**config.mk**
```make
export PLATFORM = sky130hd
export DESIGN_NAME = bcd_seq_ctrl
export DESIGN_NICKNAME = d
export VERILOG_FILES = /design/src/rtl/bcd_seq_ctrl.sv
export SDC_FILE = /design/constraint.sdc
export NUM_CORES = 1
export LEC_CHECK = 0
export BUFFER_PORTS_ARGS = -buffer_cell sky130_fd_sc_hd__buf_2
export CAP_MARGIN = 15
export CORE_MARGIN = 2
export CORE_UTILIZATION = 51
export DETAILED_ROUTE_END_ITERATION = 7
export GPL_TIMING_DRIVEN = 0
export PLACE_DENSITY = 0.78
export SYNTH_ARGS = -nofsm -noshare
export SYNTH_HDL_FRONTEND = slang
export SYNTH_SLANG_ARGS = --single-unit
```
**constraint.sdc**
```tcl
create_clock -name clk -period 1.4 [get_ports clk]
set_input_delay 0.07 -clock clk [delete_from_list [all_inputs] [get_ports clk]]
set_output_delay 0.07 -clock clk [all_outputs]
set_load 0.03 [all_outputs]
```
**src/rtl/bcd_seq_ctrl.sv**
```systemverilog
// Sequential binary-to-BCD converter (double dabble, one bit per clock) with a start/busy/done handshake.
// Latency: BIN_W cycles from start acceptance to the done pulse. Backpressure: start is ignored while busy.
module bcd_seq_ctrl #(
    parameter int BIN_W  = 8,
    parameter int DIGITS = 3
) (
    input  logic                  clk,
    input  logic                  rst_n,
    input  logic                  start,
    input  logic [BIN_W-1:0]      bin,
    output logic                  busy,
    output logic                  done,
    output logic [4*DIGITS-1:0]   bcd
);
    localparam int ACC_W = 4 * DIGITS;
    localparam int CNT_W = $clog2(BIN_W + 1);

    typedef enum logic [1:0] {IDLE, CONV, DONE} state_t;

    state_t            state;
    logic [CNT_W-1:0]  cnt;
    logic [BIN_W-1:0]  bin_sr;
    logic [ACC_W-1:0]  acc;
    logic [ACC_W-1:0]  acc_adj;
    logic [ACC_W-1:0]  acc_nxt;

    // Add-3 on every digit >= 5, then shift in the next operand bit.
    always_comb begin
        acc_adj = acc;
        for (int k = 0; k < DIGITS; k++) begin
            if (acc[4*k +: 4] >= 4'd5)
                acc_adj[4*k +: 4] = acc[4*k +: 4] + 4'd3;
        end
        acc_nxt = {acc_adj[ACC_W-2:0], bin_sr[BIN_W-1]};
    end

    always_ff @(posedge clk or negedge rst_n) begin
        if (!rst_n) begin
            state  <= IDLE;
            cnt    <= '0;
            bin_sr <= '0;
            acc    <= '0;
            bcd    <= '0;
            busy   <= 1'b0;
            done   <= 1'b0;
        end else begin
            case (state)
                CONV: begin
                    acc    <= acc_nxt;
                    bin_sr <= {bin_sr[BIN_W-2:0], 1'b0};
                    cnt    <= cnt - CNT_W'(1);
                    if (cnt == CNT_W'(1)) begin
                        bcd   <= acc_nxt;
                        state <= DONE;
                        busy  <= 1'b0;
                        done  <= 1'b1;
                    end
                end
                default: begin
                    // IDLE and DONE both accept, giving back-to-back conversions.
                    done <= 1'b0;
                    if (start) begin
                        bin_sr <= bin;
                        acc    <= '0;
                        cnt    <= CNT_W'(BIN_W);
                        state  <= CONV;
                        busy   <= 1'b1;
                    end else begin
                        state <= IDLE;
                        busy  <= 1'b0;
                    end
                end
            endcase
        end
    end
endmodule

```
; Word-level counts from Yosys, hierarchy flattened
; Index checks and enable logic that the tools add are counted.
[word_totals]
reg_bits = 40
input_bits = 11
[classes]
add_sub_neg = 4
n_lt_le_gt_ge = 3
n_eq_ne = 3
muxes = 17
reduce_logical = 2
[op_table]
columns = op, count
row1 = $mux 12, 2
row2 = $mux 4, 4
row3 = $mux 8, 2
row4 = $ge 4x3->1 const B, 3
row5 = $add 4x2->4 const B, 2
row6 = $mux 1, 6
row7 = $eq 4x1->1 const B, 1
row8 = $mux 2, 2
row9 = $sub 4x1->4 const B, 1
row10 = $add 3x2->3 const B, 1
row11 = $mux 3, 1
row12 = $eq 2x1->1 const B, 1
row13 = $ne 2x2->1 const B, 1
row14 = $reduce_and 2->1, 1
row15 = $reduce_bool 2->1, 1

; Logic depth before layout (Yosys ltp)
; Gate-level depths: netlist of the first run.
[logic_depth]
word_depth = 3
depth_mapped = 7
depth_no_buf = 6

; Worst setup path before layout of the first run
; OpenSTA, ideal clock, no wires.
[synth_timing]
path_kind = reg-to-reg
startpoint = reg done (netlist name)
endpoint = reg bcd[0]
setup_ps = 125
t_arrival_ps = 1445
required_ps = 1275
setup_slack_ps = -170
stages_incl_launch_ff = 5
n_path_buf = 1
period_less_slack_ps = 1570
cell_sequence = dfrtp_1 > nand2b_4 > nor4b_4 > buf_6 > mux2_2
[synth_lines]
columns = element, line_no
row1 = to (signal assigned), 53  ; bcd <= acc_nxt;
row2 = to (decl), 13  ; output logic [4*DIGITS-1:0] bcd

; Final worst setup path of the first run
[layout_timing]
startpoint = reg acc[1]
endpoint = reg bcd[2]
[layout_via]
elab_chain_len = 2
elab_cells_between_ends = 3
cone_classes = add/sub (1) / order compare (1) / mux (1)
[layout_rtl]
columns = element, line_no
row1 = from (decl), 23  ; logic [ACC_W-1:0] acc;
row2 = from (signal assigned), 49  ; acc <= acc_nxt;
row3 = $add 4x2->4 / $ge 4x3->1 (equally long branches), "32, 31"
row4 = $mux 4 (*), 31  ; if (acc[4*k +: 4] >= 4'd5)
; Mark *: on every way between the ends. The rest lies on a longest branch, timed or not.
; A chain may end at the register's enable or synchronous reset.

==> impl_metrics.csv, run 1 <==
group,metric,value,unit
run_status,status,"finished, violations left",
run_status,violations,"setup timing",
sta,post-route-min-period,1.50,ns
logic_synthesis,synth_top_area_share,0.503,
sta,tns,-0.421,ns
routing,initialDrtViolationCount,67,
routing,ant_nets,0,
setup_path,cp.arrival,1.71,ns
sta,layout_setup_ws,-0.0994,ns
die,core-area,3610,sq um
sta,finalMaxSlewViolations,0,
logic_synthesis,synth_cell_type_count,27,
grt,grt_pass1_wl,7050,um
power,p_seq_frac,0.302,
routing,top_layer,"met4",
sta,setup_viol,13,
finish,area_growth,34.8,%
setup_path,reg2reg_setup_slack,-0.1,ns
sta,min_period_over_period,1.07,
finish,antennaDiodeCount,0,
sta,finClkSkew,0.0104,ns
clocking,tritoncts,"done",
logic_synthesis,ys_warn_count,0,
sta,rsz0062_at_grt,"yes",
setup_path,r2r_end,"bcd[2]",
logic_synthesis,synth_edf_count,0,
logic_synthesis,synth-main-ff-cell,"dfrtp_1",
power,p_per_area,2730,nW/um^2
finish,seqCellArea,953,sq um
setup_path,worstSetupPathType,"flip-flop to flip-flop",
clocking,cts_made_buffers,5,
finish,fin_nets,248,
sta,worst_slew_pin_slew,0.860,ns
power,p_int,0.00393,W
grt,grt_pass1_vias,1503,
clocking,root_buffer,"clkbuf_8",
job,cap_viol_max_count,0,
grt,overflow,0,
die,start_util,0.524,
routing,vias,1510,
routing,wl_met1,1920,um
setup_path,worstSetupEndpointType,"flip-flop",
setup_path,critPathLaunchType,"flip-flop",
sta,max_freq,0.667,GHz
power,clkPwrFrac,0.111,
routing,wl_met2,2450,um
routing,drc,0,
grt,grt_util_all_layers,0.222,
finish,fillers,264,
finish,drive_gt1_frac,0.454,
power,leakage,1.16,nW
logic_synthesis,netlist_top_cells_count,"dfrtp_1 (38), o21ai_0 (22), inv_1 (14), mux2i_1 (14), nand2_1 (11)",
grt,grt_max_degree,39,
finish,multi_input_area,1010,sq um
die,fp.dieArea,4210,sq um
die,dieWidth,64.9,um
die,dieHeight,64.9,um
setup_path,timing.rr.start,"acc[1]",
logic_synthesis,synth-async-reset-ratio,1.00,
setup_path,worst-r2r-cell-count,6,
worst_hold_path,whs_path_depth,3,
logic_synthesis,ys_ff_latch,38,
clocking,clock_path_buffers,2,
routing,wl_per_cell,16.6,um
clocking,htreeDepth,2,
logic_synthesis,yosysTopAreaCell,"dfrtp_1",
setup_path,required,1.61,ns
worst_hold_path,hold_end,"bin_sr[0]",
power,peakVddDrop,1270,uV
routing,totalWireLength,4610,um
sta,max-slew-margin-rel,0.427,
worst_hold_path,hold_start,"bin[0]",
sta,hold_viol,0,
logic_synthesis,syn_area_per_cell,10.8,sq um
logic_synthesis,seq_area_frac_synth,0.503,
worst_hold_path,hp-class,"input pin to flip-flop",
routing,vias_per_cell,5.45,
placed_design,placed_cells,247,
setup_path,crit_fanout,4,
power,p_sw,0.00303,W
routing,met3_length,187,um
finish,finalNonFillerCells,277,
die,io_pins,25,
placed_design,place.gp.congestion,0.827,
logic_synthesis,synth_area_leaders,"dfrtp_1 (50%), mux2i_1 (7.4%), o21ai_0 (5.8%)",
clocking,clkLatencyLatePin,0.30,ns
power,power_frac_comb,0.587,
logic_synthesis,yosysMostFrequentCell,"dfrtp_1",
logic_synthesis,synth_area,1890,sq um
power,switching_share,0.435,
logic_synthesis,synth_cells,175,
clocking,path_clk_slew,0.07,ns
grt,antenna_found_initial,0,
die,rows,22,
placed_design,portBuffers,24,
placed_design,hpwlAfterDp,2640,um
clocking,clock_sinks,38,
logic_synthesis,syn-num-nets,194,
routing,drtPass1Iterations,4,
## cells in the final DEF, fill, tap and decap left out, types with 4 or more instances in the layout
cell,instances
ha_4,5
nand2_1,11
nand2b_4,5
clkbuf_8,6
or3_1,6
inv_2,7
nor3b_1,4
mux2i_1,14
buf_2,28
inv_1,7
buf_4,22
dfrtp_1,36
nor2_1,6
o31ai_1,4
a21oi_2,4
o21ai_0,16
a21oi_1,6
mux2_4,4
## critical path, cell delays in order (launching register included)
cell      delay, ns
dfrtp_1        0.39
inv_2          0.09
ha_2           0.17
nand2b_4       0.14
a21oi_4        0.14
mux2_4         0.33
mux2i_1        0.15
## final cells by class
cell class                      count  share of cell area
Multi-Input combinational cell    114               0.397
Inverter                           14              0.0206
Buffer                              9              0.0290
Timing Repair Buffer               47               0.122
Sequential cell                    38               0.374
Clock buffer                        7              0.0339
Tap cell                           48              0.0236
## flip-flops by register name, indices dropped and copies added (netlist names)
register,count
cnt,4
acc,12
bin_sr,8
bcd,12
done,1
state,1
## what timing repair did
action,in CTS,in global routing
setup endpoints to repair,14,24
resized for setup,18,18
pin swaps,5,6
endpoints found under the hold margin,38,0
hold buffers,1,0
setup buffers,13,9
## layer usage
metal,GRT usage,vias to the layer above
li1,-,709
met1,0.265,749
met2,0.388,43
met3,0.0521,9
met4,0.0824,0
met5,0,-
## power by group through the flow
stage          sequential (W)  combinational (W)  clock, W
2_1_floorplan         0.00235            0.00194         0
3_3_place_gp          0.00199            0.00289         0
3_5_place_dp          0.00204            0.00306         0
4_1_cts               0.00204            0.00362  0.000773
5_1_grt               0.00217            0.00440  0.000816
6_report              0.00210            0.00409  0.000773
## stage by stage
stage               hold WS, ns   util  setup WS [ns]  power (W)  cell area, sq um
floorplan                -0.226      -        -0.0581    0.00430              1950
global placement          0.214  0.591        -0.0635    0.00488              2130
detailed placement        0.227  0.591         -0.121    0.00510              2130
CTS                      0.0318  0.669        -0.0512    0.00644              2410
global route             0.0758  0.707         -0.150    0.00739              2550
finish                   0.0316  0.707        -0.0994    0.00696              2550
## logic make-up (layout without fill, tap and decap cells)
logic type,Yosys count,count (layout),synth area share
xor+xnor,3,3,0.0139
compound gates,43,43,0.135
fa+ha+maj,8,8,0.0529
buf+inv,23,77,0.0622
flops,38,38,0.503
mux,18,18,0.0979
simple gates,42,42,0.135
## how the worst max path moves through the flow
stage          startpoint      end  slack, ns  cells past startpoint
2_1_floorplan        done   bcd[0]      -0.06                      4
3_3_place_gp       acc[9]  acc[10]      -0.06                      6
3_5_place_dp       acc[4]   acc[6]      -0.12                      5
4_1_cts            acc[0]   bcd[2]      -0.05                      5
5_1_grt            acc[4]   bcd[7]      -0.15                      6
6_report           acc[1]   bcd[2]       -0.1                      6
(Power assumes the default switching activity.)
==> run 2: changes to the inputs <==
- PLACE_DENSITY: 0.78 -> not set
- PLACE_DENSITY_LB_ADDON: not set -> 0.2
==> run 2 against run 1 <==
Effect of this change: the run still ends with setup timing left; worst setup slack better by 0.016 ns; count of clock-buffer cells in the layout unchanged; sequential power shrank 2%; fmax increased by 1.1%; power fell by 5.3%; highest routed layer unchanged.
==> impl_metrics.csv, run 2 (synthesis results as in run 1) <==
group,metric,value,unit
run_status,status,"finished, violations left",
run_status,violations,"setup timing",
clocking,clkLatencyLatePin,0.29,ns
sta,whs,0.0346,ns
routing,wl_per_cell,15.1,um
routing,vias_per_cell,5.25,
clocking,root_buffer,"clkbuf_8",
setup_path,r2r_end,"bcd[10]",
clocking,htreeDepth,2,
worst_hold_path,whs_path_depth,3,
worst_hold_path,hold_end,"bin_sr[0]",
die,rows,22,
placed_design,portBuffers,24,
sta,worst_slew_pin_slew,0.820,ns
setup_path,cp.arrival,1.67,ns
finish,fin_util,0.689,
routing,initialDrtViolationCount,73,
placed_design,place.gp.congestion,0.781,
sta,setup_viol,4,
sta,layout_setup_ws,-0.0830,ns
clocking,path_clk_slew,0.07,ns
grt,grt_pass1_vias,1421,
setup_path,crit_fanout,3,
setup_path,crit_buf_inv,1,
worst_hold_path,hp-class,"input pin to flip-flop",
routing,ant_nets,0,
sta,rsz0062_at_grt,"yes",
grt,overflow,0,
sta,finClkSkew,0.00625,ns
die,dieHeight,64.9,um
finish,mostFrequentLayoutCells,"dfrtp_1 (36), buf_2 (29), o21ai_0 (17), mux2i_1 (13), buf_4 (12)",
finish,final_common_cell,"dfrtp_1",
setup_path,critPathMaxStageDelay,0.40,ns
setup_path,worst-r2r-cell-count,6,
routing,drtPass1Iterations,4,
sta,hold_viol,0,
setup_path,reg2reg_setup_slack,-0.08,ns
sta,max_freq,0.674,GHz
sta,post-route-min-period,1.48,ns
clocking,tritoncts,"done",
setup_path,crit_path_cell_trace,"inv_2 -> ha_4 -> nand2b_4 -> a21oi_4 -> mux2_4 -> mux2i_2",
power,peakVddDrop,1090,uV
grt,antenna_found_initial,0,
grt,grt_pass1_wl,6710,um
routing,drc,0,
power,p_per_area,2650,nW/um^2
setup_path,worstSetupEndpointType,"flip-flop",
grt,grt_util_all_layers,0.215,
die,fp.dieArea,4210,sq um
finish,fin_nets,241,
die,start_util,0.524,
setup_path,worstSetupPathType,"flip-flop to flip-flop",
sta,min_period_over_period,1.06,
finish,fillers,280,
sta,max-slew-margin-rel,0.453,
job,cap_viol_max_count,0,
placed_design,hpwlAfterDp,2580,um
routing,vias,1418,
setup_path,timing.rr.start,"acc[8]",
finish,largestRegisters,"acc: 12 flops, bcd: 12 flops, bin_sr: 8 flops",
power,leakage,1.12,nW
clocking,cts_made_buffers,5,
routing,totalWireLength,4090,um
finish,antennaDiodeCount,0,
setup_path,slowest_stage,"dfrtp_1",
setup_path,critPathLaunchType,"flip-flop",
die,core-area,3610,sq um
sta,finalMaxSlewViolations,0,
finish,multi_input_area,1000,sq um
die,dieWidth,64.9,um
setup_path,crit_family,"multiplexers",
clocking,clock_sinks,38,
setup_path,required,1.59,ns
grt,grt_max_degree,39,
worst_hold_path,hold_start,"bin[0]",
clocking,clock_path_buffers,2,
finish,seqCellArea,953,sq um
die,io_pins,25,
finish,drive_gt1_frac,0.414,
finish,area_growth,31.5,%
-- run 2: through the flow --
step / setup slack, ns / instance area [sq um] / cells / TNS [ns] / total power, W
2_1_floorplan: -0.0581 / 1950 / 175 / -0.0581 / 0.00430
3_3_place_gp: -0.0680 / 2130 / 247 / -0.329 / 0.00489
3_5_place_dp: -0.115 / 2130 / 247 / -0.664 / 0.00507
4_1_cts: -0.0762 / 2340 / 262 / -0.243 / 0.00623
5_1_grt: -0.139 / 2490 / 270 / -0.783 / 0.00712
6_report: -0.0830 / 2490 / 270 / -0.176 / 0.00659
-- run 2: report_power, final --
| part | leakage [nW] | total (W) | switching, W | internal, W |
|---|---|---|---|---|
| sequential | 0.472 | 0.00206 | 0.000439 | 0.00162 |
| combinational | 0.608 | 0.00383 | 0.00205 | 0.00178 |
| clock | 0.0383 | 0.000701 | 0.000358 | 0.000343 |
-- run 2: how the worst max path moves through the flow --
stage,from,endpoint,slack (ns),cells past startpoint
finish,acc[8],bcd[10],-0.08,6
global route,acc[8],bcd[10],-0.14,6
CTS,done,bcd[0],-0.08,4
detailed placement,acc[9],bcd[10],-0.12,6
global placement,acc[9],acc[10],-0.07,6
floorplan,done,bcd[0],-0.06,4
-- run 2: metal layers --
| layer | global-route usage | vias up | share of wire |
|---|---|---|---|
| li1 | - | 698 | - |
| met5 | 0 | - | 0 |
| met4 | 0.0798 | 0 | 0.025 |
| met2 | 0.361 | 36 | 0.51 |
| met1 | 0.267 | 673 | 0.42 |
| met3 | 0.0521 | 11 | 0.045 |
-- run 2: timing repair --
action,in CTS,in global routing
setup endpoints to repair,11,24
gates cloned,1,1
pin swaps,3,5
resized for setup,18,18
hold endpoints to repair,38,0
setup buffers,6,7
hold buffers,1,0
-- run 2: cell type report --
class,instances,share of cell area
flip-flops and latches,38,0.383
inverters,14,0.0211
repair buffers,40,0.108
well taps,48,0.0242
multi-input cells,114,0.404
clock buffers,7,0.0307
plain buffers,9,0.0287
-- run 2: worst reg2reg max path, cell delays in order (launching register included) --
cell      delay [ns]
dfrtp_1         0.40
inv_2           0.11
ha_4            0.16
nand2b_4        0.06
a21oi_4         0.15
mux2_4          0.33
mux2i_2         0.19
==> run 3: changes to the inputs <==
- CORE_MARGIN: 2 -> 3
- CORE_UTILIZATION: 51 -> 60
- PLACE_DENSITY_LB_ADDON: 0.2 -> 0.3
- clock period: 1.4 -> 1.74 ns (I/O delays scaled with it)
==> run 3 against run 2 <==
Effect of this change: the run now ends clean; power fell by 33%; largest power group unchanged; via count fell by 2.4%; design area fell by 12%; critical path depth did not move; die area fell by 8.3%; clock skew rose by 0.0011 ns; core utilization rose by 6.8 points.
==> impl_metrics.csv, run 3 (synthesis results as in run 1) <==
group,metric,value,unit
grt,grt_util_all_layers,0.209,
sta,worst_slew_pin_slew,0.819,ns
clocking,path_clk_slew,0.10,ns
setup_path,crit_fanout,5,
routing,totalWireLength,3650,um
setup_path,worstSetupEndpointType,"flip-flop",
worst_hold_path,hp-class,"input pin to flip-flop",
clocking,clock_sinks,38,
sta,layout_setup_ws,0.111,ns
clocking,clkLatencyLatePin,0.34,ns
grt,met2_usage,0.375,
placed_design,hpwlAfterDp,2550,um
sta,min_period_over_period,0.936,
placed_design,place.gp.congestion,0.765,
power,peakVddDrop,1030,uV
routing,wl_per_cell,14.6,um
sta,post-route-min-period,1.63,ns
run_status,status,"finished, final reports clean",
power,leakage,0.992,nW
clocking,cts_made_buffers,5,
finish,mostFrequentLayoutCells,"dfrtp_1 (38), buf_2 (30), o21ai_0 (21), mux2i_1 (14), inv_1 (13)",
finish,fin_nets,228,
sta,tns,0,ns
routing,initialDrtViolationCount,61,
sta,max_freq,0.614,GHz
job,cap_viol_max_count,0,
finish,area_growth,15.2,%
die,fp.dieArea,3860,sq um
power,finalPower,0.00444,W
die,core-area,2880,sq um
setup_path,cp.arrival,1.89,ns
sta,max-slew-margin-rel,0.454,
clocking,root_buffer,"clkbuf_4",
finish,drive_gt1_frac,0.274,
setup_path,required,2.00,ns
grt,grt_pass1_vias,1420,
finish,antennaDiodeCount,0,
grt,grt-busiest-layer,"met2",
placed_design,portBuffers,24,
setup_path,critPathLaunchType,"flip-flop",
die,rows,19,
finish,largestRegisters,"acc: 12 flops, bcd: 12 flops, bin_sr: 8 flops",
clocking,htreeDepth,2,
routing,vias,1384,
finish,final_common_cell,"dfrtp_1",
die,dieHeight,62.1,um
clocking,tritoncts,"done",
routing,drc,0,
setup_path,worstSetupPathType,"flip-flop to flip-flop",
sta,finClkSkew,0.00732,ns
die,start_util,0.657,
grt,overflow,0,
sta,finalMaxSlewViolations,0,
grt,gr-usage-met3,0.0559,
die,io_pins,25,
sta,setup_viol,0,
routing,vias_per_cell,5.54,
power,p_per_area,2040,nW/um^2
die,dieWidth,62.1,um
grt,gr-usage-met1,0.238,
placed_design,post-place-ws,-0.0188,ns
grt,grt_pass1_wl,6420,um
grt,antenna_found_initial,0,
routing,drtPass1Iterations,4,
sta,hold_viol,0,
worst_hold_path,whs_path_depth,3,
setup_path,worst-r2r-cell-count,6,
grt,grt_max_degree,39,
clocking,clock_path_buffers,2,
routing,ant_nets,0,
[run 3: path summary, 6_finish.rpt]
path	startpoint	end	slack (ns)
max in group asynchronous	rst_n	cnt[2]	0.85
max	acc[0]	acc[2]	0.11
min	bin[2]	bin_sr[2]	0.05
min reg2reg	bin_sr[1]	bin_sr[2]	0.49
min in group asynchronous	rst_n	acc[8]	0.37
max reg2reg	acc[0]	acc[2]	0.11
[run 3: per-stage QoR]
stage,cell area [sq um],cells,hold slack (ns),util
2_1_floorplan,1890,175,-0.209,-
3_3_place_gp,2060,241,0.216,0.717
3_5_place_dp,2060,241,0.226,0.717
4_1_cts,2140,249,0.0419,0.745
5_1_grt,2180,250,0.0867,0.757
6_report,2180,250,0.0545,0.757
[run 3: layout make-up]
cell class / count / area [sq um]
well taps: 42 / 52.6
inverters: 14 / 52.6
multi-input cells: 114 / 858
fillers: 207 / 698
repair buffers: 27 / 148
clock buffers: 6 / 51.3
flip-flops and latches: 38 / 951
plain buffers: 9 / 65.1
[run 3: metal layers]
metal  share of wire  vias up
met3           0.038        8
met1            0.40      673
met2            0.54       31
li1                -      672
met4           0.016        0
met5               0        -
[run 3: critical path: stages (launching register included)]
cell	delay (ns)
dfrtp_1	0.42
inv_1	0.18
ha_4	0.19
nand2b_1	0.08
a21oi_2	0.19
mux2_2	0.37
o21ai_0	0.14
[run 3: timing repair]
action                                  CTS  global route
setup buffers                             0             1
pin swaps                                 0             2
hold endpoints to repair                 39             0
gates resized for setup                   2             7
endpoints found under the setup margin    4             6
hold buffers                              2             0
[run 3: where the power goes]
group | switching, W | total, W | internal, W
registers | 0.000309 | 0.00161 | 0.00130
logic | 0.00142 | 0.00239 | 0.000974
clock network | 0.000260 | 0.000443 | 0.000182
total | 0.00199 | 0.00444 | 0.00245
